**config.mk**
```make
export PLATFORM = sky130hd
export DESIGN_NAME = cla_rr_arbiter_flat
export DESIGN_NICKNAME = d
export VERILOG_FILES = /design/src/rtl/cla_rr_arbiter_if.sv /design/src/rtl/cla_rr_arbiter.sv /design/src/flat_wrapper.sv
export SDC_FILE = /design/constraint.sdc
export NUM_CORES = 1
export LEC_CHECK = 0
export CAP_MARGIN = 20
export CORE_UTILIZATION = 40
export DETAILED_ROUTE_END_ITERATION = 8
export PLACE_DENSITY = 0.77
export SLEW_MARGIN = 40
export SYNTH_ARGS = -nofsm -noshare
export SYNTH_HDL_FRONTEND = slang
export SYNTH_SLANG_ARGS = --single-unit
```
**constraint.sdc**
```tcl
create_clock -name clk -period 2.9 [get_ports clk]
set_clock_uncertainty 0.05 [all_clocks]
set_input_delay 0.58 -clock clk [delete_from_list [all_inputs] [get_ports clk]]
set_output_delay 0.58 -clock clk [all_outputs]
set_load 0.005 [all_outputs]
```
**src/rtl/cla_rr_arbiter_if.sv**
```systemverilog
// Request/response bundle between four requesters and the shared-adder arbiter.
// The master side is the requester/consumer; the slave side is the arbiter.
interface cla_rr_arbiter_if #(
  parameter int NREQ = 4,
  parameter int W    = 16
);
  logic [NREQ-1:0]         req;
  logic [NREQ*W-1:0]       a_in;
  logic [NREQ*W-1:0]       b_in;
  logic [NREQ-1:0]         ack;
  logic                    out_valid;
  logic                    out_ready;
  logic [$clog2(NREQ)-1:0] out_id;
  logic [W:0]              out_sum;
  logic                    busy;

  modport master (
    output req, a_in, b_in, out_ready,
    input  ack, out_valid, out_id, out_sum, busy
  );

  modport slave (
    input  req, a_in, b_in, out_ready,
    output ack, out_valid, out_id, out_sum, busy
  );
endinterface

```
**src/rtl/cla_rr_arbiter.sv**
```systemverilog
// Round-robin arbiter sharing one 16-bit carry-lookahead adder among four requesters.
// One operation at a time: IDLE grants and latches operands, EXEC adds, RESP holds the result.
module cla_rr_arbiter #(
  parameter int NREQ = 4,
  parameter int W    = 16
) (
  input  logic              clk,
  input  logic              rst_n,
  cla_rr_arbiter_if.slave   bus
);

  typedef enum logic [1:0] {IDLE, EXEC, RESP} state_t;

  state_t         state_q, state_d;
  logic [1:0]     ptr_q, ptr_d;
  logic [1:0]     gid_q, gid_d;
  logic [1:0]     out_id_q, out_id_d;
  logic [W-1:0]   opa_q, opa_d;
  logic [W-1:0]   opb_q, opb_d;
  logic [W:0]     sum_q, sum_d;
  logic [NREQ-1:0] ack_c;

  logic           found;
  logic [1:0]     win;
  logic [1:0]     idx;

  // Search starts at ptr and wraps; the first requesting index wins.
  always_comb begin : rr_pick
    found = 1'b0;
    win   = ptr_q;
    idx   = ptr_q;
    for (int i = 0; i < NREQ; i++) begin
      idx = ptr_q + 2'(i);
      if (!found && bus.req[idx]) begin
        found = 1'b1;
        win   = idx;
      end
    end
  end

  logic [W-1:0]   g, p, c;
  logic [3:0]     gg, pg;
  logic [4:0]     gc;
  logic [W:0]     cla_sum;

  // Two-level CLA: 4-bit group generate/propagate, lookahead across groups.
  always_comb begin : cla16
    g  = opa_q & opb_q;
    p  = opa_q ^ opb_q;
    gg = '0;
    pg = '0;
    for (int k = 0; k < 4; k++) begin
      gg[k] = g[4*k+3] | (p[4*k+3] & g[4*k+2]) | (p[4*k+3] & p[4*k+2] & g[4*k+1]) |
              (p[4*k+3] & p[4*k+2] & p[4*k+1] & g[4*k]);
      pg[k] = &p[4*k +: 4];
    end
    gc[0] = 1'b0;
    gc[1] = gg[0];
    gc[2] = gg[1] | (pg[1] & gg[0]);
    gc[3] = gg[2] | (pg[2] & gg[1]) | (pg[2] & pg[1] & gg[0]);
    gc[4] = gg[3] | (pg[3] & gg[2]) | (pg[3] & pg[2] & gg[1]) | (pg[3] & pg[2] & pg[1] & gg[0]);
    c = '0;
    for (int k = 0; k < 4; k++) begin
      c[4*k] = gc[k];
      for (int j = 0; j < 3; j++) begin
        c[4*k+j+1] = g[4*k+j] | (p[4*k+j] & c[4*k+j]);
      end
    end
    cla_sum = {gc[4], p ^ c};
  end

  always_comb begin : fsm_next
    state_d  = state_q;
    ptr_d    = ptr_q;
    gid_d    = gid_q;
    out_id_d = out_id_q;
    opa_d    = opa_q;
    opb_d    = opb_q;
    sum_d    = sum_q;
    ack_c    = '0;
    case (state_q)
      IDLE: begin
        if (found) begin
          // Gated by rst_n so ack drops the instant reset asserts.
          ack_c[win] = rst_n;
          state_d    = EXEC;
          ptr_d      = win + 2'd1;
          gid_d      = win;
          opa_d      = bus.a_in[win*W +: W];
          opb_d      = bus.b_in[win*W +: W];
        end
      end
      EXEC: begin
        sum_d    = cla_sum;
        out_id_d = gid_q;
        state_d  = RESP;
      end
      RESP: begin
        if (bus.out_ready) state_d = IDLE;
      end
      default: state_d = IDLE;
    endcase
  end

  always_ff @(posedge clk or negedge rst_n) begin
    if (!rst_n) begin
      state_q  <= IDLE;
      ptr_q    <= '0;
      gid_q    <= '0;
      out_id_q <= '0;
      opa_q    <= '0;
      opb_q    <= '0;
      sum_q    <= '0;
    end else begin
      state_q  <= state_d;
      ptr_q    <= ptr_d;
      gid_q    <= gid_d;
      out_id_q <= out_id_d;
      opa_q    <= opa_d;
      opb_q    <= opb_d;
      sum_q    <= sum_d;
    end
  end

  assign bus.ack       = ack_c;
  assign bus.out_valid = (state_q == RESP);
  assign bus.busy      = (state_q != IDLE);
  assign bus.out_sum   = sum_q;
  assign bus.out_id    = out_id_q;

endmodule
```
**src/flat_wrapper.sv**
```systemverilog
// flat-port wrapper written by rule: the top's interface ports become plain ports
module cla_rr_arbiter_flat 
#(
  parameter int NREQ = 4,
  parameter int W    = 16
)
  (clk, rst_n, bus_req, bus_a_in, bus_b_in, bus_out_ready, bus_ack, bus_out_valid, bus_out_id, bus_out_sum, bus_busy);
  cla_rr_arbiter_if #(.NREQ(NREQ), .W(W)) bus_i ();
  input  logic clk;
  input  logic rst_n;
  input wire logic [$bits(bus_i.req)-1:0] bus_req;
  input wire logic [$bits(bus_i.a_in)-1:0] bus_a_in;
  input wire logic [$bits(bus_i.b_in)-1:0] bus_b_in;
  input wire logic [$bits(bus_i.out_ready)-1:0] bus_out_ready;
  output wire logic [$bits(bus_i.ack)-1:0] bus_ack;
  output wire logic [$bits(bus_i.out_valid)-1:0] bus_out_valid;
  output wire logic [$bits(bus_i.out_id)-1:0] bus_out_id;
  output wire logic [$bits(bus_i.out_sum)-1:0] bus_out_sum;
  output wire logic [$bits(bus_i.busy)-1:0] bus_busy;
  assign bus_i.req = bus_req;
  assign bus_i.a_in = bus_a_in;
  assign bus_i.b_in = bus_b_in;
  assign bus_i.out_ready = bus_out_ready;
  assign bus_ack = bus_i.ack;
  assign bus_out_valid = bus_i.out_valid;
  assign bus_out_id = bus_i.out_id;
  assign bus_out_sum = bus_i.out_sum;
  assign bus_busy = bus_i.busy;
  cla_rr_arbiter #(.NREQ(NREQ), .W(W)) u_core (.clk(clk), .rst_n(rst_n), .bus(bus_i));
endmodule
```
==> qor.yml <==
pwr:
  p_int_mw: 3.66
  power.total_mw: 6.20
  p_leak_nw: 2.72
  p_per_area_mw_per_mm2: 986
  power.share.sequential: 0.247
  irDropWorstVdd_mv: 0.562
  power_frac_comb: 0.627
  p_switching_mw: 2.54
  clock_power_share: 0.126
  switching_share: 0.410
timing:
  finalSetupViolCount: 1
  final.min_clock_period_ps: 2950
  layout_setup_ws_ps: -45.6
  fmax_ghz: 0.339
  rsz0062_at_grt: "true"
  worstMarginPinSlew_ps: 793
  finalHoldViolations: 0
  max_slew_margin: 0.458
  slew_violations: 0
  fin_crit_sh: 1.02
placed_design:
  port_buffers: 159
  globalplace.congestion: 0.845
  hpwl_um: 9640
final_layout:
  utilization: 0.640
  diodes: 0
  drive_above_1_share: 0.166
  final_common_cell: "clkdlybuf4s50_1"
  final_cell_mix: "clkdlybuf4s50_1, a2111oi_0, dfrtp_1, buf_4, inv_1"
  fin_nets: 765
  area_growth_pct: 54.6
worst_setup_path:
  crit_chain: "ha_1, a211oi_2, o21bai_2, a21oi_2, or3_4, nand2b_4, fa_2, fa_2, fa_2, mux2_2"
  cpPeakStageDelay_ps: 410
  cp-start-kind: "flip-flop"
  worst-path-buf-inv: 0
  worstSetupPathType: "reg -> reg"
  cp_common_cell: "fa_2"
  crit_required_ps: 3070
  critPathCaptureType: "flip-flop"
  critical_path_arrival_ps: 3120
  cp_max_fo: 2
  crit_path_top_delay_cell: "fa_2"
  crit_family: "adder cells"
detailed_routing:
  wirelength_um: 12500
  drt-initial-drc-count: 168
  drtAntennaViolNets: 0
  routedWlPerCell_um: 16.9
  vias_per_cell: 5.43
  drtPass1Iterations: 4
  via_count: 4004
  drc: 0
floorplanning:
  row_count: 36
  die_area_mm2: 0.0106
  start_util: 0.414
  core_mm2: 0.00982
  die_h_um: 103
  pin_count: 160
  die_x_um: 103
grt:
  grt-ovfl-total: 0
  grt_pass1_wl_um: 20400
  grt_max_degree: 58
  antenna_found_initial: 0
  grt_pass1_vias: 4166
  grtUsageTotal: 0.255
clock_tree:
  clk_pin_slew_ps: 70
  htree_num_levels: 3
  cts.sinks: 57
  cts-hold-fix-buffers: 0
  cts_root_buffer: "clkbuf_8"
  cts_tree: "yes"
  worstSkewPairLatency_ps: 340
  cts_buffer_depth: 2
  numCtsBuffers: 9
logic_synthesis:
  synth_ff_type: "dfrtp_1"
  ys_types: 37
  syn_nets: 584
  synth_cells: 418
  ys_seq_elements: 57
  synth_warnings: 0
  async_flop_share: 1.00
  synth_edf_count: 0
  synth_area_per_cell_um2: 9.72
  ys_seq_area_frac: 0.351
  synth_area_mm2: 0.00406
outcome:
  status: "finished, violations left"
  failed_checks: "negative setup slack"
flow_run:
  drv_cap: 0
hold_path:
  hold_path_class: "reg -> reg"
==> synthesized netlist by cell type, drive strengths merged (5+ instances only) <==
library cell  instances  area share
a2111oi              64        0.14
dfrtp                57        0.35
inv                  46       0.042
nor2                 35       0.032
a211oi               34       0.066
mux2i                32       0.079
clkbuf               28       0.026
ha                   20       0.062
nand2                13       0.012
o21ai                12       0.015
fa                   11       0.054
mux2                 11       0.030
a21oi                 9       0.011
buf                   9       0.015
and3                  5      0.0077
==> per-stage QoR <==
| step | cell area, µm² | hold slack [ps] | setup TNS (ps) | std cells | setup WS (ps) |
|---|---|---|---|---|---|
| detailed placement | 5990 | 420 | -6530 | 716 | -446 |
| global route | 6280 | 442 | -319 | 737 | -117 |
| CTS | 6240 | 434 | -142 | 736 | -98.0 |
| floorplan | 4070 | 234 | 0 | 418 | 22.4 |
| finish | 6280 | 430 | -45.6 | 737 | -45.6 |
| global placement | 5990 | 410 | -3180 | 716 | -318 |
==> routing by layer <==
metal / part of all wire / up-vias / track usage
li1: - / 1931 / -
met1: 0.41 / 1870 / 0.321
met2: 0.50 / 171 / 0.430
met3: 0.064 / 32 / 0.0447
met4: 0.030 / 0 / 0.111
met5: 0 / - / 0
==> cell type report <==
class                           instances  area, µm²
Multi-Input combinational cell        278       2370
Timing Repair Buffer                  207       1940
Tap cell                              133        166
Fill cell                             870       3530
Inverter                               46        173
Clock buffer                           14        173
Sequential cell                        57       1430
Clock inverter                          2       35.0
==> worst paths after layout <==
| check | start | endpoint | slack (ps) | cells after the start |
|---|---|---|---|---|
| worst max-delay path | u_core.opa_q[1] | u_core.bus.out_sum[14] | -50 | 10 |
| worst min-delay path | u_core.bus.out_sum[7] | u_core.bus.out_sum[7] | 430 | 2 |
| worst max register to register | u_core.opa_q[1] | u_core.bus.out_sum[14] | -50 | 10 |
| worst min register to register | u_core.bus.out_sum[7] | u_core.bus.out_sum[7] | 430 | 2 |
| max in group asynchronous | rst_n | u_core.ptr_q[0] | 1860 | 2 |
| min in group asynchronous | rst_n | u_core.gid_q[0] | 440 | 2 |
==> repair_timing <==
action / 4_1_cts / 5_1_grt
setup buffers: 4 / 1
endpoints found under the setup margin: 7 / 9
resized for setup: 22 / 15
pin swaps: 10 / 2
endpoints found under the hold margin: 0 / 0
==> cells by family after synthesis <==
family / after synthesis / synth area share
flops: 57 / 0.351
mux: 43 / 0.109
compound gates: 128 / 0.250
buf+inv: 83 / 0.0837
xor+xnor: 4 / 0.00862
simple gates: 72 / 0.0816
fa+ha+maj: 31 / 0.116
==> power groups by stage <==
stage	logic, mW	clock network, mW	registers, mW
after floorplan	2.14	0	1.49
after global placement	3.49	0	1.52
after detailed placement	3.68	0	1.54
after CTS	3.76	0.791	1.53
after global routing	4.32	0.838	1.58
final	3.89	0.782	1.53
==> registers in the layout (all words and copies together) (netlist names) <==
| signal | count |
|---|---|
| u_core.state_q | 2 |
| u_core.gid_q | 2 |
| u_core.bus.out_sum | 17 |
| u_core.bus.out_id | 2 |
| u_core.ptr_q | 2 |
| u_core.opa_q | 16 |
| u_core.opb_q | 16 |
==> tightest hold or removal path: cells and delay by family (launching register included) <==
kind | cells | cell delay (ps)
AOI/OAI and AO/OA | 1 | 60
and+or+nand+nor | 1 | 40
DFF | 1 | 340
Note: power is estimated with default switching activity, not from simulation.
